<file path="config.mk">
export PLATFORM = sky130hd
export DESIGN_NAME = wb_spraid_ctrl
export DESIGN_NICKNAME = d
export VERILOG_FILES = /design/src/rtl/wb_spraid_ctrl.sv
export SDC_FILE = /design/constraint.sdc
export NUM_CORES = 1
export LEC_CHECK = 0
export CAP_MARGIN = 25
export CORE_AREA = 10 10 126 128
export DETAILED_ROUTE_END_ITERATION = 10
export DIE_AREA = 0 0 136 138
export PLACE_DENSITY = 0.8
export RECOVER_POWER = 100
export SLEW_MARGIN = 5
export SYNTH_ARGS = -nofsm -noshare
export SYNTH_HDL_FRONTEND = slang
export SYNTH_SLANG_ARGS = --single-unit
</file>
<file path="constraint.sdc">
create_clock -name wb_clk_i -period 4.4 [get_ports wb_clk_i]
set_clock_uncertainty 0.05 [all_clocks]
set_input_delay 0.44 -clock wb_clk_i [delete_from_list [all_inputs] [get_ports wb_clk_i]]
set_output_delay 0.44 -clock wb_clk_i [all_outputs]
set_load 0.02 [all_outputs]
</file>
<file path="src/rtl/wb_spraid_ctrl.sv">
// wb_spraid_ctrl: Wishbone slave in front of a SPI RAID core.
// Forwards a 2**MEM_AW word window to the core, holds a small CSR block
// (RAID_TYPE, STATUS, CHAN_EN, ERR_CNT, TMO) and bounds core waits.
// Ports: wb_clk_i/wb_rst_i clock and async active-high reset;
//   wb_* Wishbone slave; core_* request/response pair to the core;
//   raid_type_o, chan_en_o configuration for the core.
module wb_spraid_ctrl #(
  parameter logic [31:0] BASE_ADDR = 32'h3000_0000,
  parameter int          MEM_AW    = 10,
  parameter int          NCH       = 4,
  parameter int          TMO_W     = 8
) (
  input  logic              wb_clk_i,
  input  logic              wb_rst_i,
  input  logic              wb_cyc_i,
  input  logic              wb_stb_i,
  input  logic              wb_we_i,
  input  logic [31:0]       wb_adr_i,
  input  logic [31:0]       wb_dat_i,
  input  logic [3:0]        wb_sel_i,
  output logic [31:0]       wb_dat_o,
  output logic              wb_ack_o,
  output logic              wb_err_o,
  output logic              wb_rty_o,
  output logic              wb_stall_o,
  output logic              core_req_o,
  output logic              core_we_o,
  output logic [MEM_AW-1:0] core_adr_o,
  output logic [31:0]       core_dat_o,
  output logic [3:0]        core_sel_o,
  output logic [3:0]        raid_type_o,
  output logic [NCH-1:0]    chan_en_o,
  input  logic              core_gnt_i,
  input  logic              core_done_i,
  input  logic [31:0]       core_dat_i,
  input  logic              core_err_i,
  input  logic              core_parity_i,
  input  logic              core_busy_i
);

  localparam logic [31:0] REG_BASE =
    BASE_ADDR + (32'd1 << MEM_AW);

  typedef enum logic [1:0] {
    IDLE, REQ, WAIT, RESP
  } state_t;

  state_t state, state_d;

  logic [TMO_W-1:0] tmo, tmo_cnt;
  logic [15:0] err_cnt;
  logic err_sticky, tmo_sticky;
  logic dropped, drop_d;
  logic ack_d, err_d, rty_d, tmo_set;
  logic [31:0] reg_off, rd_data;
  logic mem_hit, reg_hit, take;
  logic reg_wr, mem_go;

  function automatic logic [31:0] merge(
    input logic [31:0] old,
    input logic [31:0] nw,
    input logic [3:0]  sel
  );
    logic [31:0] r;
    for (int i = 0; i < 4; i++)
      r[8*i +: 8] = sel[i] ? nw[8*i +: 8]
                           : old[8*i +: 8];
    return r;
  endfunction

  assign reg_off = wb_adr_i - REG_BASE;
  assign mem_hit = (wb_adr_i >= BASE_ADDR) &&
                   (wb_adr_i < REG_BASE);
  assign reg_hit = (wb_adr_i >= REG_BASE) &&
                   (reg_off < 32'd5);
  assign take    = (state == IDLE) &&
                   wb_cyc_i && wb_stb_i;
  assign reg_wr  = take && reg_hit && wb_we_i;
  assign mem_go  = take && mem_hit &&
                   (chan_en_o != '0);

  assign wb_stall_o = (state != IDLE);
  assign core_req_o = (state == REQ);

  // A master that lets go of cyc while the core
  // is busy gets no response, but the core still
  // has to finish (or time out) before IDLE.
  assign drop_d = dropped | ~wb_cyc_i;

  always_comb begin
    state_d = state;
    ack_d   = 1'b0;
    err_d   = 1'b0;
    rty_d   = 1'b0;
    tmo_set = 1'b0;
    case (state)
      IDLE: begin
        if (take) begin
          state_d = RESP;
          if (reg_hit)
            ack_d = 1'b1;
          else if (!mem_hit)
            err_d = 1'b1;
          else if (chan_en_o == '0)
            rty_d = 1'b1;
          else
            state_d = REQ;
        end
      end
      REQ: begin
        if (core_gnt_i)
          state_d = WAIT;
        else if (!wb_cyc_i)
          state_d = IDLE;
      end
      WAIT: begin
        // done wins over a coincident timeout
        if (core_done_i || tmo_cnt == tmo) begin
          state_d = drop_d ? IDLE : RESP;
          if (!drop_d) begin
            ack_d   = core_done_i & ~core_err_i;
            err_d   = ~(core_done_i & ~core_err_i);
            tmo_set = ~core_done_i;
          end
        end
      end
      RESP:    state_d = IDLE;
      default: state_d = IDLE;
    endcase
  end

  always_comb begin
    rd_data = '0;
    case (reg_off[2:0])
      3'd0: rd_data = 32'(raid_type_o);
      3'd1: rd_data = {28'd0, tmo_sticky,
                       core_parity_i, err_sticky,
                       core_busy_i};
      3'd2: rd_data = 32'(chan_en_o);
      3'd3: rd_data = {16'd0, err_cnt};
      3'd4: rd_data = 32'(tmo);
      default: rd_data = '0;
    endcase
  end

  always_ff @(posedge wb_clk_i or posedge wb_rst_i) begin
    if (wb_rst_i) begin
      state    <= IDLE;
      wb_ack_o <= 1'b0;
      wb_err_o <= 1'b0;
      wb_rty_o <= 1'b0;
      dropped  <= 1'b0;
      tmo_cnt  <= '0;
    end else begin
      state    <= state_d;
      wb_ack_o <= ack_d;
      wb_err_o <= err_d;
      wb_rty_o <= rty_d;
      dropped  <= (state_d == WAIT) & drop_d;
      tmo_cnt  <= (state == WAIT)
                ? tmo_cnt + TMO_W'(1) : '0;
    end
  end

  always_ff @(posedge wb_clk_i or posedge wb_rst_i) begin
    if (wb_rst_i) begin
      wb_dat_o   <= '0;
      core_we_o  <= 1'b0;
      core_adr_o <= '0;
      core_dat_o <= '0;
      core_sel_o <= '0;
    end else begin
      if (take && reg_hit && !wb_we_i)
        wb_dat_o <= rd_data;
      else if (state == WAIT && ack_d)
        wb_dat_o <= core_dat_i;
      if (mem_go) begin
        core_we_o  <= wb_we_i;
        core_adr_o <= wb_adr_i[MEM_AW-1:0] -
                      BASE_ADDR[MEM_AW-1:0];
        core_dat_o <= wb_dat_i;
        core_sel_o <= wb_sel_i;
      end
    end
  end

  always_ff @(posedge wb_clk_i or posedge wb_rst_i) begin
    if (wb_rst_i) begin
      raid_type_o <= 4'd1;
      chan_en_o   <= '1;
      tmo         <= '1;
      err_cnt     <= '0;
      err_sticky  <= 1'b0;
      tmo_sticky  <= 1'b0;
    end else begin
      if (reg_wr) begin
        case (reg_off[2:0])
          3'd0: raid_type_o <= 4'(merge(
                  32'(raid_type_o),
                  wb_dat_i, wb_sel_i));
          3'd1: begin
            err_sticky <= 1'b0;
            tmo_sticky <= 1'b0;
          end
          3'd2: chan_en_o <= NCH'(merge(
                  32'(chan_en_o),
                  wb_dat_i, wb_sel_i));
          3'd3: err_cnt <= '0;
          3'd4: tmo <= TMO_W'(merge(
                  32'(tmo),
                  wb_dat_i, wb_sel_i));
          default: ;
        endcase
      end
      if (tmo_set)
        tmo_sticky <= 1'b1;
      if (wb_err_o) begin
        err_sticky <= 1'b1;
        if (err_cnt != 16'hFFFF)
          err_cnt <= err_cnt + 16'd1;
      end
    end
  end

endmodule

</file>
==> out/summary.md <==
Dividing the synthesized area by the synthesized cell count gives 11.42 sq um. The path type of the worst min-delay path is flip-flop to flip-flop. The run finished, with violations left.

The clock network accounts for 33.8% of the total power. After clock tree synthesis, the clock-pin slew on the worst setup and hold paths is 50 ps. The number of iterations in the first detailed-routing pass is 5, and the data arrival time of the worst path is 3880 ps. The total detailed-routing wirelength is 17.90 mm. On the critical path, the stage with the largest delay is an instance of sky130_fd_sc_hd__o21ai_0.

Measured in cells, the most critical reg-to-reg path has a length of 8. Registers are responsible for 39.5% of the overall power. The proportion of register bits with asynchronous set or reset after synthesis is 100.0%. STA classifies the critical path startpoint as an input pin. The tools report the number of distinct standard cells referenced by the synthesized netlist as 55. In this design, the stage delay of the slowest critical-path cell is 800 ps. The H-tree was split into 4 levels. The area growth from synthesis to layout works out to 46.04%.

The floorplan step set the die width to 136 um. The count of boundary I/O pins was 202; the share of synthesized cell area in full adder, half adder and majority cells was 0.4127%. The net switching power is 1.238 mW. The final number of hold-violating endpoints is 0, and the number of remaining DRC errors is 0. The count of state elements after synthesis is 127, and the count of placed standard cells including taps is 904. The fraction of layout cells with a size suffix above 1 was 8.995%. The worst path uses 83.76% of the clock period.

Summing every instance area after synthesis gives 6063 sq um. The HPWL after detailed placement is 13.67 mm. Port buffering added 201 buffers. Net switching is 31.16% of the power. Proportion of synthesized area in mux cells: 19.60%.

The ratio of routed vias to standard cells was 5.459. Dividing total power by cell area gives a power density of 448.7 nW/um^2. In this run the critical register-to-register path is launched from err_cnt[0]$_DFF_PP0_.

Synthesis produced a netlist with a net count of 643. The most used flip-flop cell after synthesis is sky130_fd_sc_hd__dfrtp_1. After synthesis, the largest family of logic cells by area is multiplexers. Data required time of the critical path: 4590 ps. Before CTS, the worst setup slack after placement is 642.8 ps. The logs give 5531 for the number of global-route vias before repair and 855 for the layout net count.

In this run the tightest slew margin relative to its limit is -76.54%. Of all nets on the critical path, the largest fanout is 8. The worst hold-check slack came out at 426.4 ps. The clock passes through at most 2 buffers.

The initial utilization of the core area, before any placement, comes to 44.90%. In this run the critical register-to-register path is captured at err_cnt[9]$_DFF_PP0_. The static leakage is 4.255 nW. Counting every instance in the synthesized netlist gives 531. In this run the number of cells on the critical path is 8. The tools report the yosys synthesis warning count as 0. The final sum of negative setup slack was 0 ps; the count of flip-flops with a built-in enable after synthesis was 0.

The share of synthesized cell area in and, or, nand and nor gates is 15.72%. Routability-driven placement finished with a final weighted congestion of 0.8780. For the worst-case vdd ir drop, the log shows 0.2523 mV. The combined buffer and inverter count along the critical path came out at 1. The global-route usage over all layers came out at 19.49%. Traced cell by cell, the critical path runs through dlygate4sd3_1, nor3_1, a21boi_0, o31ai_1, nand4b_1, a2111o_1, o21ai_0, a31oi_1.

Setup repair after global routing left no endpoint under its margin. Achievable frequency: 0.2713 GHz. The pin count of the biggest net entering global routing is 61, and the post-layout minimum cycle time is 3685 ps. The first-iteration detailed-routing DRC count was 341. TritonCTS built the clock tree.

Combinational cells account for 26.7% of the total power. The final setup violation count is 0. The final reports fail on capacitance limit, slew limit.

The logs give 1032 for the number of fill cells and 0 for the number of setup buffers added after CTS. The tree is rooted in a sky130_fd_sc_hd__clkbuf_16. Once routing completed, OpenROAD measured the worst setup slack at 714.5 ps. For the number of nets still failing antenna checks after routing, the log shows 0.

Of all cell types, the one taking the most synthesized area is sky130_fd_sc_hd__dfrtp_1. Counting the buffers created by CTS gives 17. The critical path ends at err_cnt[14]$_DFF_PP0_. Internal power comes to 2.735 mW. The max-slew violation count was 61. Gates resized during post-CTS repair numbered 0. Summing over every cut layer, the via total after detailed routing is 5115.

The area fraction in compound gates after synthesis is 7.099%, and the worst setup slack for register-to-register paths is 910 ps. The total grt overflow is 0, and the die height is 138 um. Broken down by cell family, the worst path's largest delay share belongs to compound AO/OA/AOI/OAI gates. The start point of the critical path is wb_adr_i[14]. In the post-synthesis netlist, the biggest area contributors are sky130_fd_sc_hd__dfrtp_1 (47%), sky130_fd_sc_hd__mux2_1 (9.8%), sky130_fd_sc_hd__mux2i_1 (6.6%), sky130_fd_sc_hd__dfstp_2 (5.6%), sky130_fd_sc_hd__nor2_1 (3.1%). The hold buffer count at cts was 0. The run gives 410 ps as the clock latency on the worst-skew pair. The share of synthesized area occupied by flip-flops and latches came out at 52.68%. The synthesized design devotes to its leading area cell type 47.05% of total area. The site row count came out at 43. In the final routed layout, each cell accounts on average for 19.10 um. The synthesized netlist devotes 2.167% of its cell area to XOR and XNOR gates. The non-filler instance count after layout was 937.

The class of the most critical setup path was input pin to flip-flop. The tree built by TritonCTS fans out to 127 sinks. The transition time of the tightest slew-check pin was 2634 ps; the die outline area was 18770 sq um. The number of max-cap violations is 1.

The worst setup path is captured at a flip-flop. The run gives 13500 sq um as the core area. The first global-routing pass estimated 29.38 mm of wire.

Initial antenna violation count: 3.
==> power by group through the flow <==
stage	combinational (mW)	clock (mW)	sequential (mW)
final	1.06	1.34	1.57
after global routing	1.16	1.42	1.60
after CTS	1.14	1.37	1.57
after detailed placement	1.13	0	1.59
after global placement	1.10	0	1.57
after floorplan	0.392	0	1.73
==> worst min path at each step <==
stage / startpoint / end / slack, ps / cells after the start
after floorplan: err_sticky$_DFFE_PP0P_ / err_sticky$_DFFE_PP0P_ / 400 / 1
after global placement: err_sticky$_DFFE_PP0P_ / err_sticky$_DFFE_PP0P_ / 410 / 1
after detailed placement: core_dat_o[22]$_DFFE_PP0P_ / core_dat_o[22]$_DFFE_PP0P_ / 420 / 1
after CTS: core_sel_o[2]$_DFFE_PP0P_ / core_sel_o[2]$_DFFE_PP0P_ / 440 / 1
after global routing: core_sel_o[2]$_DFFE_PP0P_ / core_sel_o[2]$_DFFE_PP0P_ / 440 / 1
final: core_dat_o[16]$_DFFE_PP0P_ / core_dat_o[16]$_DFFE_PP0P_ / 430 / 1
==> flip-flops by register name, summed over array words and instances (netlist names), 2 cells and up <==
name	cells
core_adr_o	10
core_sel_o	4
state	2
tmo	8
err_cnt	16
core_dat_o	32
tmo_cnt	8
wb_dat_o	32
raid_type_o	4
chan_en_o	4
==> logic make-up (layout without fill, tap and decap cells) <==
kind of cell,Yosys count,after routing
AO/OA/AOI/OAI,67,67
XOR/XNOR,15,15
adder cells (fa/ha/maj),2,2
buffers and inverters,33,258
flip-flops,127,127
multiplexers,109,109
other,0,1
AND/OR/NAND/NOR,178,178
==> synthesized netlist by cell type (2+ instances only) <==
cell,number
sky130_fd_sc_hd__dfrtp_1,114
sky130_fd_sc_hd__mux2_1,53
sky130_fd_sc_hd__nor2_1,50
sky130_fd_sc_hd__mux2i_1,40
sky130_fd_sc_hd__nand2_1,30
sky130_fd_sc_hd__a21oi_1,19
sky130_fd_sc_hd__nand3_1,18
sky130_fd_sc_hd__nor4_1,16
sky130_fd_sc_hd__inv_1,15
sky130_fd_sc_hd__mux2_2,15
sky130_fd_sc_hd__dfstp_2,13
sky130_fd_sc_hd__xor2_1,13
sky130_fd_sc_hd__clkbuf_1,10
sky130_fd_sc_hd__o21ai_0,10
sky130_fd_sc_hd__a211oi_1,9
sky130_fd_sc_hd__and3_1,8
sky130_fd_sc_hd__nand4_1,8
sky130_fd_sc_hd__nand3b_1,7
sky130_fd_sc_hd__nor3_1,7
sky130_fd_sc_hd__nand2b_1,5
sky130_fd_sc_hd__nor2b_1,5
sky130_fd_sc_hd__o21ai_1,5
sky130_fd_sc_hd__a31oi_1,4
sky130_fd_sc_hd__a32o_1,4
sky130_fd_sc_hd__buf_2,4
sky130_fd_sc_hd__buf_4,3
sky130_fd_sc_hd__nor3b_1,3
sky130_fd_sc_hd__nor4_2,3
sky130_fd_sc_hd__o211ai_1,3
sky130_fd_sc_hd__o21a_1,3
sky130_fd_sc_hd__o22ai_1,3
sky130_fd_sc_hd__and2_1,2
sky130_fd_sc_hd__ha_1,2
sky130_fd_sc_hd__nand4b_1,2
sky130_fd_sc_hd__nor4b_1,2
sky130_fd_sc_hd__or3_1,2
sky130_fd_sc_hd__or4_1,2
sky130_fd_sc_hd__xnor2_1,2
==> metrics by stage <==
step / util [%] / total power [mW] / cell area [sq um]
2_1_floorplan: - / 2.122 / 6063
3_3_place_gp: 61.60 / 2.676 / 8318
3_5_place_dp: 61.60 / 2.723 / 8318
4_1_cts: 65.76 / 4.081 / 8881
5_1_grt: 65.57 / 4.183 / 8855
6_report: 65.57 / 3.973 / 8855
==> final cells by class <==
type                       count  area [sq um]  area share [%]
antenna                        1         2.502         0.02826
clock buffer                  26         479.2           5.412
clock inverter                 6         83.83          0.9467
inverter                      15         57.56          0.6500
multi-input combinational    371          2718           30.69
sequential                   127          3194           36.07
tap                          180         225.2           2.543
timing repair buffer         211          2095           23.65
==> layout by cell type, fill, tap and decap left out, drive strengths merged, types with 3 or more instances in the layout <==
cell type | netlist | final
nor3b | 3 | 3
buf | 8 | 8
nand2 | 30 | 30
o21a | 3 | 3
dlygate4sd3 | 0 | 94
a21oi | 19 | 19
clkinv | 0 | 4
nand3b | 7 | 7
nor4 | 20 | 20
a32o | 4 | 4
inv | 15 | 14
nand2b | 5 | 5
clkdlybuf4s50 | 0 | 107
clkbuf | 10 | 28
and3 | 8 | 8
nor3 | 8 | 8
nor2 | 50 | 50
dfrtp | 114 | 114
nand4 | 8 | 8
nand3 | 18 | 18
nor2b | 5 | 5
mux2i | 40 | 40
a211oi | 9 | 9
and2 | 3 | 3
o22ai | 3 | 3
xor2 | 13 | 13
o21ai | 15 | 15
o211ai | 3 | 3
a31oi | 4 | 4
mux2 | 68 | 68
dfstp | 13 | 13
==> per-layer routing <==
metal | vias to the layer above | track usage (%) | part of all wire [%]
met2 | 222 | 32.63 | 51
met5 | - | 0 | 0.073
met3 | 45 | 8.261 | 9.8
met4 | 2 | 6.898 | 2.8
met1 | 2478 | 21.55 | 37
li1 | 2368 | - | -
Power figures use the tool's default switching activity.
